$ cat src/rtl/flow_led_pkg.sv
// Shared constants for the flow LED pattern generator.
// Optional PWM dimming is enabled by defining FLOWLED_PWM_EN.
package flow_led_pkg;

    localparam logic [1:0] MODE_SHL   = 2'd0;
    localparam logic [1:0] MODE_SHR   = 2'd1;
    localparam logic [1:0] MODE_PING  = 2'd2;
    localparam logic [1:0] MODE_BLINK = 2'd3;

    localparam logic DIR_UP = 1'b0;
    localparam logic DIR_DN = 1'b1;

    localparam int PWM_W = 4;

endpackage

$ cat src/rtl/flow_led_ctrl_if.sv
// Control/status bundle between the LED generator and its driver.
// Master drives Enable/Mode/Bright; slave returns Step_Tick/LED_Out.
interface flow_led_ctrl_if #(
    parameter int N_LED = 4
) ();
    import flow_led_pkg::*;

    logic             Enable;
    logic [1:0]       Mode;
    logic [PWM_W-1:0] Bright;
    logic             Step_Tick;
    logic [N_LED-1:0] LED_Out;

    modport master (
        output Enable, Mode, Bright,
        input  Step_Tick, LED_Out
    );

    modport slave (
        input  Enable, Mode, Bright,
        output Step_Tick, LED_Out
    );

endinterface

$ cat src/rtl/flow_led_tick.sv
// Step prescaler: counts 0..STEP_CYCLES-1 while enabled and
// flags the wrap cycle as a combinational tick.
module flow_led_tick #(
    parameter int STEP_CYCLES = 25_000_000,
    parameter int CNT_W       = 25
) (
    input  logic CLK,
    input  logic RSTn,
    input  logic Enable,
    output logic Tick
);

    localparam logic [CNT_W-1:0] c_last = CNT_W'(STEP_CYCLES - 1);

    logic [CNT_W-1:0] r_cnt;
    logic             w_wrap;

    assign w_wrap = (r_cnt == c_last);
    assign Tick   = Enable && w_wrap;

    always_ff @(posedge CLK or negedge RSTn) begin
        if (!RSTn) begin
            r_cnt <= '0;
        end else if (Enable) begin
            r_cnt <= w_wrap ? '0 : r_cnt + CNT_W'(1);
        end
    end

endmodule

$ cat src/rtl/flow_led_ctrl.sv
// N-channel LED pattern generator: shift, ping-pong and blink modes.
// Define FLOWLED_PWM_EN to add 4-bit PWM brightness gating.
module flow_led_ctrl #(
    parameter int N_LED       = 4,
    parameter int STEP_CYCLES = 25_000_000,
    parameter int CNT_W       = 25
) (
    input  logic           CLK,
    input  logic           RSTn,
    flow_led_ctrl_if.slave bus
);
    import flow_led_pkg::*;

    localparam logic [N_LED-1:0] c_one = N_LED'(1);
    localparam logic [N_LED-1:0] c_msb = c_one << (N_LED - 1);

    logic             w_tick;
    logic             w_gate;
    logic [N_LED-1:0] w_pat_nxt;
    logic             w_dir_nxt;

    logic [N_LED-1:0] r_pattern;
    logic             r_dir;
    logic [1:0]       r_mode;
    logic             r_step_tick;
    logic [N_LED-1:0] r_led;

    flow_led_tick #(
        .STEP_CYCLES(STEP_CYCLES),
        .CNT_W      (CNT_W)
    ) u_tick (
        .CLK   (CLK),
        .RSTn  (RSTn),
        .Enable(bus.Enable),
        .Tick  (w_tick)
    );

    always_comb begin
        w_pat_nxt = r_pattern;
        w_dir_nxt = r_dir;
        if (bus.Mode != r_mode) begin
            // A mode change only re-seeds; the first move comes next tick.
            w_dir_nxt = DIR_UP;
            case (bus.Mode)
                MODE_SHR:   w_pat_nxt = c_msb;
                MODE_BLINK: w_pat_nxt = '1;
                default:    w_pat_nxt = c_one;
            endcase
        end else begin
            case (r_mode)
                MODE_SHL:
                    w_pat_nxt = (r_pattern << 1) | (r_pattern >> (N_LED - 1));
                MODE_SHR:
                    w_pat_nxt = (r_pattern >> 1) | (r_pattern << (N_LED - 1));
                MODE_PING: begin
                    if (N_LED > 1) begin
                        if (r_dir == DIR_UP) begin
                            if (r_pattern[N_LED-1]) begin
                                w_pat_nxt = r_pattern >> 1;
                                w_dir_nxt = DIR_DN;
                            end else begin
                                w_pat_nxt = r_pattern << 1;
                            end
                        end else begin
                            if (r_pattern[0]) begin
                                w_pat_nxt = r_pattern << 1;
                                w_dir_nxt = DIR_UP;
                            end else begin
                                w_pat_nxt = r_pattern >> 1;
                            end
                        end
                    end
                end
                default:
                    w_pat_nxt = ~r_pattern;
            endcase
        end
    end

    always_ff @(posedge CLK or negedge RSTn) begin
        if (!RSTn) begin
            r_pattern   <= c_one;
            r_dir       <= DIR_UP;
            r_mode      <= MODE_SHL;
            r_step_tick <= 1'b0;
            r_led       <= '0;
        end else begin
            r_step_tick <= w_tick;
            r_led       <= r_pattern & {N_LED{w_gate}};
            if (w_tick) begin
                r_pattern <= w_pat_nxt;
                r_dir     <= w_dir_nxt;
                r_mode    <= bus.Mode;
            end
        end
    end

`ifdef FLOWLED_PWM_EN
    logic [PWM_W-1:0] r_pwm_cnt;
    logic [PWM_W-1:0] r_bright;

    // Brightness is only taken at the period start so duty never glitches.
    always_ff @(posedge CLK or negedge RSTn) begin
        if (!RSTn) begin
            r_pwm_cnt <= '0;
            r_bright  <= '0;
        end else begin
            r_pwm_cnt <= r_pwm_cnt + PWM_W'(1);
            if (r_pwm_cnt == '0) r_bright <= bus.Bright;
        end
    end

    assign w_gate = (r_pwm_cnt < r_bright);
`else
    logic w_unused;

    assign w_gate   = 1'b1;
    assign w_unused = ^bus.Bright;
`endif

    assign bus.Step_Tick = r_step_tick;
    assign bus.LED_Out   = r_led;

endmodule

$ cat src/flat_wrapper.sv
// flat-port wrapper written by rule: the top's interface ports become plain ports
module flow_led_ctrl_flat import flow_led_pkg::*;
#(
    parameter int N_LED       = 4,
    parameter int STEP_CYCLES = 25_000_000,
    parameter int CNT_W       = 25
)
  (CLK, RSTn, bus_Enable, bus_Mode, bus_Bright, bus_Step_Tick, bus_LED_Out);
  flow_led_ctrl_if #(.N_LED(N_LED)) bus_i ();
  input  logic CLK;
  input  logic RSTn;
  input wire logic [$bits(bus_i.Enable)-1:0] bus_Enable;
  input wire logic [$bits(bus_i.Mode)-1:0] bus_Mode;
  input wire logic [$bits(bus_i.Bright)-1:0] bus_Bright;
  output wire logic [$bits(bus_i.Step_Tick)-1:0] bus_Step_Tick;
  output wire logic [$bits(bus_i.LED_Out)-1:0] bus_LED_Out;
  assign bus_i.Enable = bus_Enable;
  assign bus_i.Mode = bus_Mode;
  assign bus_i.Bright = bus_Bright;
  assign bus_Step_Tick = bus_i.Step_Tick;
  assign bus_LED_Out = bus_i.LED_Out;
  flow_led_ctrl #(.N_LED(N_LED), .STEP_CYCLES(STEP_CYCLES), .CNT_W(CNT_W)) u_core (.CLK(CLK), .RSTn(RSTn), .bus(bus_i));
endmodule
$ cat config.mk
export PLATFORM = sky130hd
export DESIGN_NAME = flow_led_ctrl_flat
export DESIGN_NICKNAME = d
export VERILOG_FILES = /design/src/rtl/flow_led_pkg.sv /design/src/rtl/flow_led_ctrl_if.sv /design/src/rtl/flow_led_tick.sv /design/src/rtl/flow_led_ctrl.sv /design/src/flat_wrapper.sv
export SDC_FILE = /design/constraint.sdc
export NUM_CORES = 1
export LEC_CHECK = 0
export BUFFER_PORTS_ARGS = -buffer_cell sky130_fd_sc_hd__buf_2
export CORE_ASPECT_RATIO = 1.5
export CORE_MARGIN = 1
export CORE_UTILIZATION = 54
export CTS_CLUSTER_DIAMETER = 50
export CTS_CLUSTER_SIZE = 16
export DETAILED_ROUTE_END_ITERATION = 10
export PLACE_DENSITY = 0.84
export SKIP_CTS_REPAIR_TIMING = 1
export SLEW_MARGIN = 20
export SYNTH_ARGS = -nofsm -noshare
export SYNTH_HDL_FRONTEND = slang
export SYNTH_HIERARCHICAL = 1
export SYNTH_SLANG_ARGS = --single-unit
$ cat constraint.sdc
create_clock -name CLK -period 2.5 [get_ports CLK]
set_clock_uncertainty 0.05 [all_clocks]
set_input_delay 0.25 -clock CLK [delete_from_list [all_inputs] [get_ports CLK]]
set_output_delay 0.25 -clock CLK [all_outputs]
set_load 0.01 [all_outputs]
* Word level (Yosys, flattened, before mapping)
Index checks and enable logic that the tools add are counted.
** Cells by class
- Reductions and logical operators :: 4
- Muxes and demuxes :: 12
- Eq/ne operators :: 6
- Add/sub/neg operators :: 1
- Bitwise operators :: 3
** Operators with widths (count)
- 25-bit by 1-bit adder with 25-bit output, second input constant :: 1
- 25-bit == test, second input constant :: 1
- 25-bit two-way mux :: 1
- 4-bit two-way mux :: 4
- 4-bit case mux with 3 select lines :: 1
- 4-bit case mux with 2 select lines :: 1
- 1-bit two-way mux :: 5
- 2-bit by 1-bit == test with 1-bit output, second input constant :: 2
- 2-bit == test, second input constant :: 2
- 4-bit NOT :: 1
- 3-bit by 4-bit bitwise OR with 4-bit output :: 1
- 4-bit by 1-bit bitwise OR with 4-bit output :: 1
- 2-bit logical NOT :: 1
- 2-bit inequality test :: 1
- 2-bit AND reduction :: 1
- 2-bit nonzero test :: 1
- 1-bit logical AND :: 1
** Word-level totals
- Word-level logic and storage cells :: 32
- Register bits :: 37
- Output and inout port bits :: 5
- Input port bits :: 9

* Depth between registers and ports, before layout
- Depth in word-level cells :: 4
- Gate-level depth with buffers :: 10
- Depth with buffers taken out :: 7

* Hierarchy
Netlist, hierarchy kept.
** Modules (own cells, without submodules)
- flow_led_tick :: sequential area each 625.6 um^2, area an instance 1290.0 um^2, instances 1, cells an instance 133
- flow_led_ctrl :: sequential area each 301.5 um^2, area an instance 762.0 um^2, instances 1, cells an instance 82

* Least setup slack after synthesis
Ideal clock, no wire load.
- Path kind :: register to register
- From :: register u_core.u_tick.r_cnt[9]
- To :: register u_core.r_pattern[1]
- Data required time :: 2.383 ns
- Arrival :: 2.418 ns
- Cell stages (with the launch flop) :: 9
- Slack :: -0.035 ns
- Setup time :: 0.067 ns
- Path buffers :: 2
- Period minus slack after synthesis :: 2.535 ns
- Cells stage by stage :: dfrtp_1 -> nor4b_1 -> nand4_1 -> nor4_1 -> clkbuf_1 -> buf_2 -> inv_1 -> o41ai_2 -> a32o_1
** On the way
- Longest elaborated chain between the ends :: 2
** RTL lines
- from (decl) :: RTL line flow_led_tick.sv:15 : logic [CNT_W-1:0] r_cnt;
- from (signal assigned) :: RTL line flow_led_tick.sv:25 : r_cnt <= w_wrap ? '0 : r_cnt + CNT_W'(1);
- 25-bit == test :: RTL line flow_led_tick.sv:18 : assign w_wrap = (r_cnt == c_last);
- 1-bit logical AND :: RTL line flow_led_tick.sv:19 : assign Tick = Enable && w_wrap;
- named net u_core.w_tick :: RTL line flow_led_ctrl.sv:17 : logic w_tick;
- to (signal assigned) :: RTL line flow_led_ctrl.sv:82 : r_pattern <= c_one;
- to (signal assigned) :: RTL line flow_led_ctrl.sv:91 : r_pattern <= w_pat_nxt;
- to (decl) :: RTL line flow_led_ctrl.sv:22 : logic [N_LED-1:0] r_pattern;
The timed path passes the listed nets, and every way through them passes these cells.
A chain may end at the register's enable or synchronous reset.

* Worst setup path in the final report
- From :: register u_core.u_tick.r_cnt[7]
- To :: register u_core.r_pattern[1]
Same word-level chain as after synthesis.

==> results.py <==
metrics = {
    "logic_synthesis": {
        "synth_nets": 225,
        "netlist_instances": 215,
        "async_reset_ff_frac": 1.00,
        "synth_compound_area_frac": 0.156,
        "synth_mux_area_frac": 0.0104,
        "synth-simple-area-share": 0.265,
        "yosysUniqueCellTypes": 55,
        "synth_edf_count": 0,
        "ys_seq_elements": 37,
        "yosysSeqAreaShare": 0.452,
        "netlist_area_um2": 2050,
        "synth_fa_ha_area_frac": 0.00610,
        "synth_warnings": 6,
        "synth_xor_area_frac": 0.0640,
        "avgSynthCellArea_um2": 9.54,
        "ys.flop_type": "dfrtp_1",
        "synth_top_family_by_area": "simple AND/OR/NAND/NOR gates",
    },
    "floorplan": {
        "dieArea_um2": 4060,
        "fp-row-count": 27,
        "io_pins": 14,
        "coreArea_um2": 3650,
        "start_util": 0.562,
        "die_h_um": 77.5,
        "die_x_um": 52.3,
    },
    "critical_path": {
        "reg2reg_to": "u_core/r_pattern[1]",
        "endpoint_kind": "flip-flop",
        "cp-start-kind": "flip-flop",
        "reg2reg_from": "u_core/u_tick/r_cnt[7]",
        "worstPathMaxFanout": 7,
        "critPathArrivalTime_ns": 2.35,
        "ff2ff_path_depth": 6,
        "cp_data_required_time_ns": 2.68,
        "critical_path_class": "reg2reg",
        "r2r_setup_slack_ns": 0.33,
    },
    "sta": {
        "min_period_ns": 2.17,
        "fmax_mhz": 461,
        "whs_ns": -0.0124,
        "max_slew_margin": 0.471,
        "worstMarginPinSlew_ns": 0.793,
        "hold_viol_final": 12,
        "grt_setup_unrepaired": "false",
        "drv_slew": 0,
        "finalCritPeriodShare": 0.868,
        "setup_tns_ns": 0,
        "setup_viol": 0,
    },
    "run": {
        "drv_cap": 0,
    },
    "clocking": {
        "cts_tree": "built",
        "cts_max_level": 2,
        "cts_sinks": 37,
        "clock_path_buffers": 2,
        "root_buffer": "clkbuf_8",
        "cts_buffers": 5,
        "clk_latency_ns": 0.29,
        "clk_pin_slew_worst_paths_ns": 0.08,
    },
    "place": {
        "placed_cells": 256,
        "dp_hpwl_um": 2780,
        "gp_congestion": 0.834,
        "port_buffers": 9,
    },
    "route": {
        "drt-initial-drc-count": 38,
        "vias": 1594,
        "drc_errors": 0,
        "routed_wirelength_um": 3960,
        "drt.antenna.violating_nets": 0,
        "wl_per_cell_um": 15.0,
        "avgViaCountPerCell": 6.04,
        "dr.pass1.iters": 4,
    },
    "pwr": {
        "ir_drop_mv": 0.612,
        "power.density_nw_per_um2": 636,
        "leakagePower_nw": 0.933,
    },
    "grt": {
        "grt_usage": 0.226,
        "grt_start_max_net_pins": 38,
        "grt_pass1_vias": 1486,
        "grt-ovfl-total": 0,
        "antenna_found_initial": 0,
        "grt_pass1_wl_um": 6820,
    },
    "layout": {
        "drive_above_1_share": 0.154,
        "multiInputGateArea_um2": 1040,
        "fillCellCount": 314,
        "mostFrequentLayoutCell": "dfrtp_1",
        "final_cells": 264,
        "num-nets-final": 230,
        "antenna_cells": 0,
        "synthToLayoutAreaGrowth_pct": 8.11,
        "layout_common_cells": "dfrtp_1 (36), nand2_1 (22), a21oi_1 (13)",
        "register_area_um2": 927,
    },
    "worst_hold_path": {
        "holdCritPathClass": "in2async",
    },
    "run_status": {
        "status": "finished with violations",
        "violations": "hold timing",
    },
}
[per-stage QoR]
| step | instance area, um2 | utilization | setup slack (ns) | total power [mW] | hold WS [ns] |
|---|---|---|---|---|---|
| 6_report | 2220 | 0.608 | 0.330 | 1.41 | -0.0124 |
| 5_1_grt | 2220 | 0.608 | 0.224 | 1.48 | 0.0587 |
| 4_1_cts | 2220 | 0.608 | 0.300 | 1.42 | 0.0148 |
| 3_5_place_dp | 2100 | 0.576 | 0.321 | 0.905 | 0.332 |
| 3_3_place_gp | 2100 | 0.576 | 0.367 | 0.895 | 0.326 |
| 2_1_floorplan | 2060 | - | 0.0496 | 0.853 | -0.0956 |
[Yosys cell counts, types with 5 or more instances]
master	number	share of area
nor2_1	11	0.020
xnor2_1	9	0.038
inv_1	5	0.0091
nand2_1	22	0.040
dfrtp_1	36	0.44
nor3_1	5	0.012
a21oi_1	13	0.032
nand3_1	9	0.022
o21ai_0	9	0.022
buf_2	5	0.012
xor2_1	6	0.026
nand4_1	10	0.030
[sequential cells by signal, summed over array words and instances, names as in the netlist]
name	cells
u_core/r_mode	2
u_core/u_tick/r_cnt	25
u_core/r_pattern	4
u_core/bus.Step_Tick	1
u_core/r_dir	1
u_core/bus.LED_Out	4
[per-layer routing]
metal | global-route usage | share of wire | wire [um] | vias up
li1 | - | - | - | 800
met3 | 0.0431 | 0.027 | 108 | 9
met2 | 0.354 | 0.52 | 2060 | 29
met5 | 0 | 0 | 0 | -
met4 | 0.0842 | 0.022 | 87 | 0
met1 | 0.303 | 0.43 | 1700 | 756
[critical path: stages, from the launching register on]
cell and delay (ns):
dfrtp_1 0.46, nor4b_1 0.36, nand4_1 0.24, nor4_4 0.27, inv_1 0.17, o41ai_2 0.34
a32o_1 0.22
[kinds of logic after synthesis]
family,after synthesis
DFF,37
and+or+nand+nor,96
AOI/OAI and AO/OA,45
adders and majority gates,1
muxes,2
xor gates and xnor gates,15
buffers and inverters,19
[power by group]
part | switching [mW] | leakage, nW | internal, mW
Clock | 0.217 | 0.0543 | 0.298
Sequential | 0.0763 | 0.480 | 0.652
Combinational | 0.0921 | 0.399 | 0.0748
Total | 0.385 | 0.933 | 1.03
[how the worst max path moves through the flow]
stage | start | endpoint | cells past startpoint
after CTS | u_core/u_tick/r_cnt[7] | u_core/r_pattern[1] | 6
after detailed placement | u_core/u_tick/r_cnt[7] | u_core/r_pattern[1] | 6
final | u_core/u_tick/r_cnt[7] | u_core/r_pattern[1] | 6
after global routing | u_core/u_tick/r_cnt[7] | u_core/r_pattern[1] | 6
after global placement | u_core/u_tick/r_cnt[7] | u_core/r_pattern[1] | 6
after floorplan | u_core/u_tick/r_cnt[9] | u_core/r_pattern[1] | 8
[final cells by class]
| cell class | instances | share of cell area |
|---|---|---|
| Multi-Input combinational cell | 159 | 0.470 |
| Sequential cell | 37 | 0.418 |
| Clock buffer | 5 | 0.0310 |
| Tap cell | 43 | 0.0243 |
| Timing Repair Buffer | 10 | 0.0237 |
| Clock inverter | 3 | 0.0209 |
| Inverter | 7 | 0.0118 |
No activity file was read; power rests on OpenSTA's default activity.
